File: config.mk
export PLATFORM = sky130hd
export DESIGN_NAME = key_extract
export DESIGN_NICKNAME = d
export VERILOG_FILES = /design/src/rtl/db_pkg.sv /design/src/rtl/key_extract.sv
export SDC_FILE = /design/constraint.sdc
export NUM_CORES = 1
export LEC_CHECK = 0
export ABC_AREA = 1
export BUFFER_PORTS_ARGS = -buffer_cell sky130_fd_sc_hd__buf_4
export CAP_MARGIN = 20
export CORE_MARGIN = 3
export CORE_UTILIZATION = 50
export CTS_BUF_LIST = sky130_fd_sc_hd__clkbuf_16
export CTS_CLUSTER_SIZE = 25
export DETAILED_ROUTE_END_ITERATION = 10
export GPL_TIMING_DRIVEN = 1
export PLACE_DENSITY = 0.73
export SLEW_MARGIN = 20
export SYNTH_ARGS = -nofsm -noshare
export SYNTH_HDL_FRONTEND = slang
export SYNTH_SLANG_ARGS = --single-unit
File: constraint.sdc
create_clock -name clk -period 2.02 [get_ports clk]
set_clock_uncertainty 0.05 [all_clocks]
set_input_delay 0.404 -clock clk [delete_from_list [all_inputs] [get_ports clk]]
set_output_delay 0.404 -clock clk [all_outputs]
set_load 0.03 [all_outputs]
File: src/rtl/db_pkg.sv
// Shared constants for the key/value DB stage: protocol match values,
// op codes understood by the DB controller, and the byte offsets of the
// header fields that make up a lookup key.
package db_pkg;

  localparam logic [15:0] ETH_TYPE_IPV4 = 16'h0800;
  localparam logic [7:0]  IP_PROTO_UDP  = 8'd17;
  localparam logic [7:0]  IPV4_VIHL     = 8'h45;

  localparam logic [3:0]  OP_LOOKUP     = 4'h1;
  localparam logic [3:0]  OP_INSERT     = 4'h2;

  // Byte offsets from the start of the Ethernet frame (first byte on the wire)
  localparam int OFF_ETHERTYPE = 12;
  localparam int OFF_VIHL      = 14;
  localparam int OFF_PROTO     = 23;
  localparam int OFF_SRC_IP    = 26;
  localparam int OFF_DST_IP    = 30;
  localparam int OFF_UDP_SPORT = 34;
  localparam int OFF_UDP_DPORT = 36;

  // Pick the byte at a frame offset out of the 64-bit beat that carries it
  function automatic logic [7:0] lane_byte(input logic [63:0] data, input int offset);
    return data[(offset % 8) * 8 +: 8];
  endfunction

endpackage

File: src/rtl/key_extract.sv
// key_extract: passive Ethernet/IPv4/UDP header parser on a 64-bit
// AXI4-Stream receive tap. Emits a 96-bit lookup key and an op flag as a
// one-cycle pulse one clock after the fifth beat of a qualifying packet.
// Optional statistics counters are enabled with `define KEY_EXTRACT_STATS_EN.
module key_extract
  import db_pkg::*;
#(
  parameter int          DATA_WIDTH = 64,
  parameter int          KEY_SIZE   = 96,
  parameter logic [15:0] DNS_PORT   = 16'd53
) (
  input  logic                    clk,
  input  logic                    rst,
  input  logic [DATA_WIDTH-1:0]   s_axis_tdata,
  input  logic [DATA_WIDTH/8-1:0] s_axis_tkeep,
  input  logic                    s_axis_tvalid,
  input  logic                    s_axis_tready,
  input  logic                    s_axis_tlast,
  output logic [KEY_SIZE-1:0]     out_key,
  output logic [3:0]              out_flag,
  output logic                    out_valid
`ifdef KEY_EXTRACT_STATS_EN
  ,
  output logic [31:0]             stat_pkts,
  output logic [31:0]             stat_keys,
  output logic [31:0]             stat_drops
`endif
);

  typedef enum logic [1:0] {SOP, HDR, SKIP} state_t;

  // Beat index of each captured field within the frame
  localparam logic [2:0] BEAT_ETH   = 3'(OFF_ETHERTYPE / 8);
  localparam logic [2:0] BEAT_PROTO = 3'(OFF_PROTO / 8);
  localparam logic [2:0] BEAT_SRC   = 3'(OFF_SRC_IP / 8);
  localparam logic [2:0] BEAT_UDP   = 3'(OFF_UDP_SPORT / 8);
  localparam logic [2:0] COUNT_MAX  = 3'd5;

  state_t      state, state_next;
  logic [2:0]  count;
  logic        beat;
  logic        qualify;
  logic        emit;
  logic [15:0] ethertype;
  logic [7:0]  vihl;
  logic [7:0]  proto;
  logic [31:0] src_ip;
  logic [15:0] dst_ip_hi;
  logic [15:0] udp_sport;
  logic        keep_unused;

  assign beat        = s_axis_tvalid & s_axis_tready;
  assign keep_unused = ^s_axis_tkeep[DATA_WIDTH/8-1:6];
  assign udp_sport   = {lane_byte(s_axis_tdata, OFF_UDP_SPORT),
                        lane_byte(s_axis_tdata, OFF_UDP_SPORT + 1)};

  // The fifth beat qualifies when the earlier headers describe a plain
  // IPv4/UDP packet and the beat carries both ports and the dst IP tail
  assign qualify = (ethertype == ETH_TYPE_IPV4) && (vihl == IPV4_VIHL) &&
                   (proto == IP_PROTO_UDP) && (s_axis_tkeep[5:0] == 6'h3F);

  // State register
  always_ff @(posedge clk) begin
    if (rst) state <= SOP;
    else     state <= state_next;
  end

  // Next-state and emit decision; only handshaked beats move the parser
  always_comb begin
    state_next = state;
    emit       = 1'b0;
    case (state)
      SOP: begin
        if (beat && !s_axis_tlast) state_next = HDR;
      end
      HDR: begin
        if (beat) begin
          if (count == BEAT_UDP) begin
            emit       = qualify;
            state_next = s_axis_tlast ? SOP : SKIP;
          end else if (s_axis_tlast) begin
            state_next = SOP;
          end
        end
      end
      SKIP: begin
        if (beat && s_axis_tlast) state_next = SOP;
      end
      default: state_next = SOP;
    endcase
  end

  // Beat index within the packet, saturating once the headers are past
  always_ff @(posedge clk) begin
    if (rst) begin
      count <= 3'd0;
    end else if (beat) begin
      if (s_axis_tlast)            count <= 3'd0;
      else if (count != COUNT_MAX) count <= count + 3'd1;
    end
  end

  // Capture header fields from beats 1 to 3 as they go past
  always_ff @(posedge clk) begin
    if (rst) begin
      ethertype <= 16'h0;
      vihl      <= 8'h0;
      proto     <= 8'h0;
      src_ip    <= 32'h0;
      dst_ip_hi <= 16'h0;
    end else if (state == HDR && beat) begin
      if (count == BEAT_ETH) begin
        ethertype <= {lane_byte(s_axis_tdata, OFF_ETHERTYPE),
                      lane_byte(s_axis_tdata, OFF_ETHERTYPE + 1)};
        vihl      <= lane_byte(s_axis_tdata, OFF_VIHL);
      end
      if (count == BEAT_PROTO) begin
        proto <= lane_byte(s_axis_tdata, OFF_PROTO);
      end
      if (count == BEAT_SRC) begin
        src_ip    <= {lane_byte(s_axis_tdata, OFF_SRC_IP),
                      lane_byte(s_axis_tdata, OFF_SRC_IP + 1),
                      lane_byte(s_axis_tdata, OFF_SRC_IP + 2),
                      lane_byte(s_axis_tdata, OFF_SRC_IP + 3)};
        dst_ip_hi <= {lane_byte(s_axis_tdata, OFF_DST_IP),
                      lane_byte(s_axis_tdata, OFF_DST_IP + 1)};
      end
    end
  end

  // Register the key and op flag on emission; they hold until the next one
  always_ff @(posedge clk) begin
    if (rst) begin
      out_valid <= 1'b0;
      out_key   <= '0;
      out_flag  <= 4'h0;
    end else begin
      out_valid <= emit;
      if (emit) begin
        out_key  <= {src_ip, dst_ip_hi,
                     lane_byte(s_axis_tdata, OFF_DST_IP + 2),
                     lane_byte(s_axis_tdata, OFF_DST_IP + 3),
                     lane_byte(s_axis_tdata, OFF_UDP_DPORT),
                     lane_byte(s_axis_tdata, OFF_UDP_DPORT + 1),
                     16'h0};
        out_flag <= (udp_sport == DNS_PORT) ? OP_INSERT : OP_LOOKUP;
      end
    end
  end

`ifdef KEY_EXTRACT_STATS_EN
  logic pkt_keyed;

  // Packet, key and drop counters; a drop is a packet end with no key
  always_ff @(posedge clk) begin
    if (rst) begin
      stat_pkts  <= 32'h0;
      stat_keys  <= 32'h0;
      stat_drops <= 32'h0;
      pkt_keyed  <= 1'b0;
    end else begin
      if (out_valid) stat_keys <= stat_keys + 32'h1;
      if (beat && s_axis_tlast) begin
        stat_pkts <= stat_pkts + 32'h1;
        if (!(pkt_keyed || emit)) stat_drops <= stat_drops + 32'h1;
        pkt_keyed <= 1'b0;
      end else if (emit) begin
        pkt_keyed <= 1'b1;
      end
    end
  end
`endif

endmodule
# After elaboration in Yosys (flattened, before gate mapping)

Cells that the tools add are included.

Flip-flop bits (word level): 170
Input port bits: 77
Output and inout port bits: 101
Word-level logic and storage cells: 55

Add/sub/neg operators: 1
Eq/ne operators: 16
Mux-type cells: 13
Bitwise operators: 1
Reduce and logical (&&, ||, !) cells: 14

Operators by type and width:

| cell                                                                    | number |
|---|---|
| 16-bit by 12-bit equality test with 1-bit output, second input constant | 1 |
| 16-bit by 6-bit equality test with 1-bit output, second input constant  | 1 |
| 2-bit 2-to-1 mux                                                        | 7 |
| 8-bit by 5-bit equality test with 1-bit output, second input constant   | 1 |
| 8-bit by 7-bit equality test with 1-bit output, second input constant   | 1 |
| 2-bit AND reduction                                                     | 4 |
| 3-bit by 2-bit equality test with 1-bit output, second input constant   | 2 |
| 6-bit equality test, second input constant                              | 1 |
| 1-bit logical AND                                                       | 6 |
| 3-bit 2-to-1 mux                                                        | 2 |
| 2-bit inequality test, second input constant                            | 3 |
| 3-bit inequality test, second input constant                            | 2 |
| 2-bit one-hot mux with 3 select lines                                   | 1 |
| 4-bit AND reduction                                                     | 1 |
| 3-bit by 1-bit adder with 3-bit output, second input constant           | 1 |
| 3-bit by 1-bit equality test with 1-bit output, second input constant   | 1 |
| 3-bit equality test, second input constant                              | 1 |
| 1-bit 2-to-1 mux                                                        | 3 |
| 2-bit by 1-bit equality test with 1-bit output, second input constant   | 1 |
| 2-bit equality test, second input constant                              | 1 |
| 2-bit zero test                                                         | 1 |
| 2-bit nonzero test                                                      | 1 |
| 1-bit bitwise AND                                                       | 1 |
| 1-bit zero test                                                         | 1 |

# Longest topological paths before layout

Gate-level depths: netlist (run 1).

Depth after elaboration: 7
Depth in mapped cells: 12
Mapped depth without buffers: 11

# Least setup slack after synthesis (run 1)

No wires, ideal clock.

Kind: reg2reg
Start: register count[0]
End: register out_key[55]
Library setup time: 64 ps
Arrival: 1497 ps
Required time: 1906 ps
Path slack: 409 ps
Stages on the path, launching flop included: 13
Buffers on the path: 2
Period minus slack after synthesis: 1611 ps
Cell sequence: dfxtp_1 -> inv_1 -> ha_1 -> nand2_1 -> inv_2 -> nand2_1 -> nor2_1 -> nand2_1 -> nor2_4 -> buf_6 -> buf_4 -> a21oi_1 -> nor2_1

Longest elaborated chain between the ends: 4

Ends and longest elaborated chain:

| element                | line               | RTL |
|---|---|---|
| start, declared        | key_extract.sv:40  | `logic [2:0] count;` |
| start signal, assigned | key_extract.sv:99  | `else if (count != COUNT_MAX) count <= count + 3'd1;` |
| 3-bit equality test    | key_extract.sv:78  | `if (count == BEAT_UDP) begin` |
| 1-bit 2-to-1 mux       | key_extract.sv:78  |  |
| 1-bit 2-to-1 mux       | key_extract.sv:77  | `if (beat) begin` |
| 1-bit 2-to-1 mux       | key_extract.sv:72  | `case (state)` |
| end signal, assigned   | key_extract.sv:140 | `out_key <= {src_ip, dst_ip_hi,` |
| end, declared          | key_extract.sv:19  | `output logic [KEY_SIZE-1:0] out_key,` |

Every way passes these cells.
A chain may end at the register's enable or synchronous reset.

# Final worst setup path (run 1)

Start: register count[0]
End: register out_key[39]

The elaborated chain is that of the path after synthesis.

==> impl_metrics.tcl, run 1 <==
set metrics [dict create \
    drc 0 \
    critPathMaxFanout 9 \
    final_common_cell "nor2_1" \
    cellPowerDensity_mw_per_mm2 730 \
    cellLeakagePower_nw 3.85 \
    final_util 0.685 \
    antenna_found_initial 0 \
    reg2reg_to "out_key[39]" \
    start_util 0.519 \
    netlist_instances 930 \
    multiInputGateArea_mm2 0.00293 \
    r2r_slack_ns 0.09 \
    synth-seq-area-share 0.484 \
    fin_crit_sh 0.957 \
    max_clock_freq_ghz 0.517 \
    globalplace.congestion 0.836 \
    first_global_vias 5381 \
    drt-initial-drc-count 449 \
    register_area_mm2 0.00337 \
    final_nets 1162 \
    area_growth_pct 32.0 \
    die_area_mm2 0.0154 \
    path_class "reg2reg" \
    synth_top_family_by_area "simple AND/OR/NAND/NOR gates" \
    synth_warnings 0 \
    holdPathStages 2 \
    cts.sinks 168 \
    synth_seq_cells 168 \
    cts_tree "done" \
    io_buffer_count 157 \
    synth.distinct_cells 27 \
    cp-end-kind "register" \
    whs_endpoint "out_flag[1]" \
    min_from "rst" \
    synth_area_per_cell_um2 7.48 \
    grt_usage 0.217 \
    grt_pass1_wl_um 26300 \
    drv_cap 0 \
    setup_viol 0 \
    critPathRequiredTime_ns 2.28 \
    crit_path_start "count[0]" \
    arrival_ns 2.19 \
    antennaDiodeCount 0 \
    first_pass_iters 5 \
    ctsHoldBuffers 0 \
    grt_max_degree 59 \
    dp_cells 1220 \
    die_w_um 124 \
    reg2reg_depth 13 \
    yosys.area_share.adder 0.00900 \
    slew_violations 0 \
    clk_path_buf_depth 2 \
    cts_inserted_buffers 17 \
    wl_per_cell_um 14.3 \
    place_hpwl_um 11600 \
    routed_wl_um 18100 \
    drive_gt1_frac 0.217 \
    peakVddDrop_mv 0.503 \
    period_minus_slack_ns 1.93 \
    synthMuxAreaShare 0 \
    die_h_um 124 \
    final_cell_mix "nor2_1, buf_4, dfxtp_1" \
    io_pins 178 \
    cts-root-buf "clkbuf_16" \
    yosys.area_share.simple 0.234 \
    outcome "completed" \
    antenna_left 0 \
    synth_compound_area_frac 0.164 \
    min_path_type "in2reg" \
    path_clk_slew_ns 0.06 \
    htreeDepth 4 \
    gr-total-overflow 0 \
    syn_area_mm2 0.00695 \
    rr_startpoint "count[0]" \
    vias_per_cell 5.03 \
    final-hold-violation-count 0 \
    synthXorXnorAreaFrac 0 \
    final_cell_count_no_fill 1266 \
    clk_latency_ns 0.42 \
    worst_setup_path_start_kind "register" \
    num_vias 6364 \
    rows 42 \
    core-area_mm2 0.0134 \
    num-fill-cells 1193 \
    total_power_w 0.00670 \
]
## through the flow
step	cell area [µm²]	hold WS, ns	worst slack (ns)	setup TNS, ns
after global placement	8270	0.388	0.149	0
after detailed placement	8270	0.393	0.115	0
final	9180	0.143	0.0860	0
after floorplan	7020	0.380	0.409	0
after CTS	8800	0.131	0.0749	0
after global routing	9180	0.136	-0.0119	-0.0746
## synth_stat cells, drive strengths merged
cell type,number,share of area
nor4,1,0.00090
nand2,108,0.058
buf,57,0.056
a211oi,1,0.0011
nand3b,32,0.035
inv,70,0.038
nor3,2,0.0014
clkbuf,28,0.015
o211ai,1,0.0011
ha,5,0.0090
nor2,176,0.098
a31oi,1,0.00090
conb,1,0.00054
o21a,1,0.0011
o21ai,84,0.060
nand3,52,0.038
dfxtp,168,0.48
nand4,4,0.0036
a21oi,138,0.099
## sequential cells by signal (all words and copies together), names as in the netlist
signal / flops
out_key: 80
src_ip: 32
dst_ip_hi: 16
ethertype: 16
proto: 8
vihl: 8
count: 3
out_flag: 2
state: 2
out_valid: 1
## timing repair
item,4_1_cts,5_1_grt
resized for setup,0,17
hold endpoints to repair,0,0
endpoints found under the setup margin,0,76
setup buffers,0,4
## layer usage
metal / vias to the layer above / track usage / routed length, µm
met2: 197 / 0.314 / 7970
met3: 20 / 0.0581 / 1470
met5: - / 0 / 0
met4: 0 / 0.0808 / 267
li1: 3280 / - / -
met1: 2867 / 0.310 / 8370
## report_power, final
part,internal [W],total [W],switching [W]
clock network,0.00175,0.00296,0.00121
registers,0.00332,0.00333,0.00000944
logic,0.000175,0.000397,0.000222
total,0.00525,0.00670,0.00144
## cell type report
type	count	share of cell area
repair buffers	199	0.204
flip-flops and latches	168	0.367
clock inverters	12	0.0108
well taps	176	0.0240
inverters	70	0.0289
multi-input cells	624	0.320
clock buffers	17	0.0464
## worst max path at each step
| stage | endpoint | slack [ns] | cells after the start |
|---|---|---|---|
| after global placement | out_key[88] | 0.15 | 10 |
| after floorplan | out_key[55] | 0.41 | 12 |
| after detailed placement | out_key[88] | 0.12 | 10 |
| final | out_key[39] | 0.09 | 13 |
| after global routing | out_key[76] | -0.01 | 12 |
| after CTS | out_key[84] | 0.07 | 13 |
## cells by family after synthesis
kind of cell,count (synthesis)
AO/OA/AOI/OAI,226
adder cells (fa/ha/maj),5
buffers and inverters,155
flip-flops,168
other,1
AND/OR/NAND/NOR,375
## worst max-delay path, cell delays in order, from the launching register on
cell	delay (ns)
dfxtp_2	0.34
inv_2	0.09
ha_4	0.13
nand2_2	0.06
inv_2	0.10
nand2_2	0.05
nor2_1	0.13
nand2_2	0.09
nor2_4	0.22
clkbuf_16	0.22
clkbuf_16	0.15
nand3b_1	0.08
nand2_1	0.07
nor2_1	0.04
(Power assumes the default switching activity.)
==> inputs of run 2 (changes only) <==
- CORE_UTILIZATION: 50 -> 53
- PLACE_DENSITY: 0.73 -> 0.77
==> run 2 against run 1 <==
Effect of this change:
- total power up 9.6%
- largest cell class unchanged
- sequential share of layout area down 0.25 points
- sequential power about the same
- via count up 0.86%
- combinational power about the same
- sequential cell count unchanged
- clock power up 22%
- worst hold slack worse by 0.0014 ns
- final cell count down 0.55%
- first-iteration DRC count up 6.2%
==> impl_metrics.tcl, run 2 (synthesis gave the netlist of run 1 again) <==
set metrics [dict create \
    outcome "completed" \
    worst_setup_path_start_kind "register" \
    die_w_um 121 \
    io_pins 178 \
    cellLeakagePower_nw 3.86 \
    drt-initial-drc-count 477 \
    antenna_left 0 \
    drive_gt1_frac 0.219 \
    cp-end-kind "register" \
    grt_usage 0.226 \
    antenna_found_initial 1 \
    die_h_um 121 \
    die_area_mm2 0.0145 \
    min_path_type "in2reg" \
    largest_register "out_key" \
    clkPwrFrac 0.492 \
    area_growth_pct 32.9 \
    critPathRequiredTime_ns 2.29 \
    p_int_w 0.00580 \
    clk_latency_ns 0.43 \
    arrival_ns 2.22 \
    io_buffer_count 157 \
    cts-root-buf "clkbuf_16" \
    fin_crit_sh 0.961 \
    final_nets 1156 \
    drc 0 \
    rows 41 \
    cts_inserted_buffers 17 \
    path_class "reg2reg" \
    dp_slack_ns 0.148 \
    drv_cap 0 \
    ctsHoldBuffers 0 \
    wl_per_cell_um 14.0 \
    first_pass_iters 5 \
    gr-total-overflow 0 \
    peakVddDrop_mv 0.519 \
    period_minus_slack_ns 1.94 \
    grt_pass1_wl_um 26600 \
    final_cell_mix "nor2_1, buf_4, dfxtp_1" \
    cts_tree "done" \
    largest_reg_flops 80 \
    critPathMaxFanout 8 \
    htreeDepth 4 \
    core-area_mm2 0.0127 \
    num_vias 6419 \
    clk_path_buf_depth 2 \
    path_clk_slew_ns 0.06 \
    setup_viol 0 \
    top_regs "out_key: 80 flops, src_ip: 32 flops" \
    finalHoldWorstSlack_ns 0.141 \
    antennaDiodeCount 0 \
    cellPowerDensity_mw_per_mm2 794 \
    slew_violations 0 \
    place_hpwl_um 11200 \
    start_util 0.547 \
    comb_power_share 0.054 \
    globalplace.congestion 0.834 \
    switching_share 0.210 \
    final_util 0.726 \
    vias_per_cell 5.10 \
    routed_wl_um 17600 \
    cts.sinks 168 \
    fin_ws_ns 0.0787 \
    num-fill-cells 1012 \
    final_common_cell "nor2_1" \
    max_clock_freq_ghz 0.515 \
    final-hold-violation-count 0 \
    p_sw_w 0.00154 \
    first_global_vias 5471 \
    pwr-share-seq 0.454 \
    grt_max_degree 72 \
]
## run 2: cell types whose count changed in the layout (fill, tap and decap cells not counted), sizes merged
| cell | previous run | this run |
|---|---|---|
| clkinvlp | 0 | 3 |
| clkbuf | 27 | 25 |
| inv | 75 | 71 |
| bufinv | 2 | 6 |
| buf | 189 | 185 |
## run 2: area by class of cell
class | instances | area, µm² | share of cell area
clock buffer | 17 | 425 | 0.0460
clock inverter | 15 | 233 | 0.0252
inverter | 70 | 265 | 0.0287
multi-input combinational | 624 | 2920 | 0.316
sequential | 168 | 3370 | 0.364
tap | 172 | 215 | 0.0233
timing repair buffer | 193 | 1820 | 0.197
## run 2: metal layers
layer / routed length [µm] / vias to the layer above / global-route usage
met4: 240 / 2 / 0.0666
met2: 7790 / 244 / 0.331
met1: 8090 / 2880 / 0.324
met3: 1460 / 19 / 0.0664
li1: - / 3274 / -
met5: 17 / - / 0
## run 2: metrics by stage
stage	instance area (µm²)	setup TNS, ns	instances	power, W
6_report	9240	0	1259	0.00734
4_1_cts	8940	0	1246	0.00735
3_3_place_gp	8280	0	1214	0.00378
3_5_place_dp	8280	0	1214	0.00379
2_1_floorplan	7020	0	947	0.00363
5_1_grt	9240	-0.964	1259	0.00754
## run 2: worst paths after layout
check,to,depth (start not counted),start,slack (ns)
worst min register to register,src_ip[20],2,src_ip[20],0.40
worst min-delay path,count[1],2,rst,0.14
worst max-delay path,out_key[52],13,count[0],0.08
worst max register to register,out_key[52],13,count[0],0.08
## run 2: power groups by stage
stage | sequential [W] | clock [W] | combinational, W
after CTS | 0.00333 | 0.00364 | 0.000385
after floorplan | 0.00340 | 0 | 0.000230
after global placement | 0.00341 | 0 | 0.000378
after global routing | 0.00333 | 0.00377 | 0.000437
final | 0.00333 | 0.00361 | 0.000397
after detailed placement | 0.00341 | 0 | 0.000381
## run 2: repair_timing
item,4_1_cts,5_1_grt
gates resized for setup,0,18
buffers inserted,0,5
endpoints found under the setup margin,0,60
## run 2: worst max-delay path, stage by stage, from the launching register on
cell       delay (ns)
dfxtp_2          0.34
inv_2            0.07
ha_2             0.17
nand2_1          0.08
inv_2            0.09
nand2_2          0.06
nor2_2           0.14
nand2_2          0.08
nor2_4           0.21
clkbuf_16        0.22
clkbuf_16        0.15
nand3_1          0.07
nand2_1          0.07
nor2_1           0.04
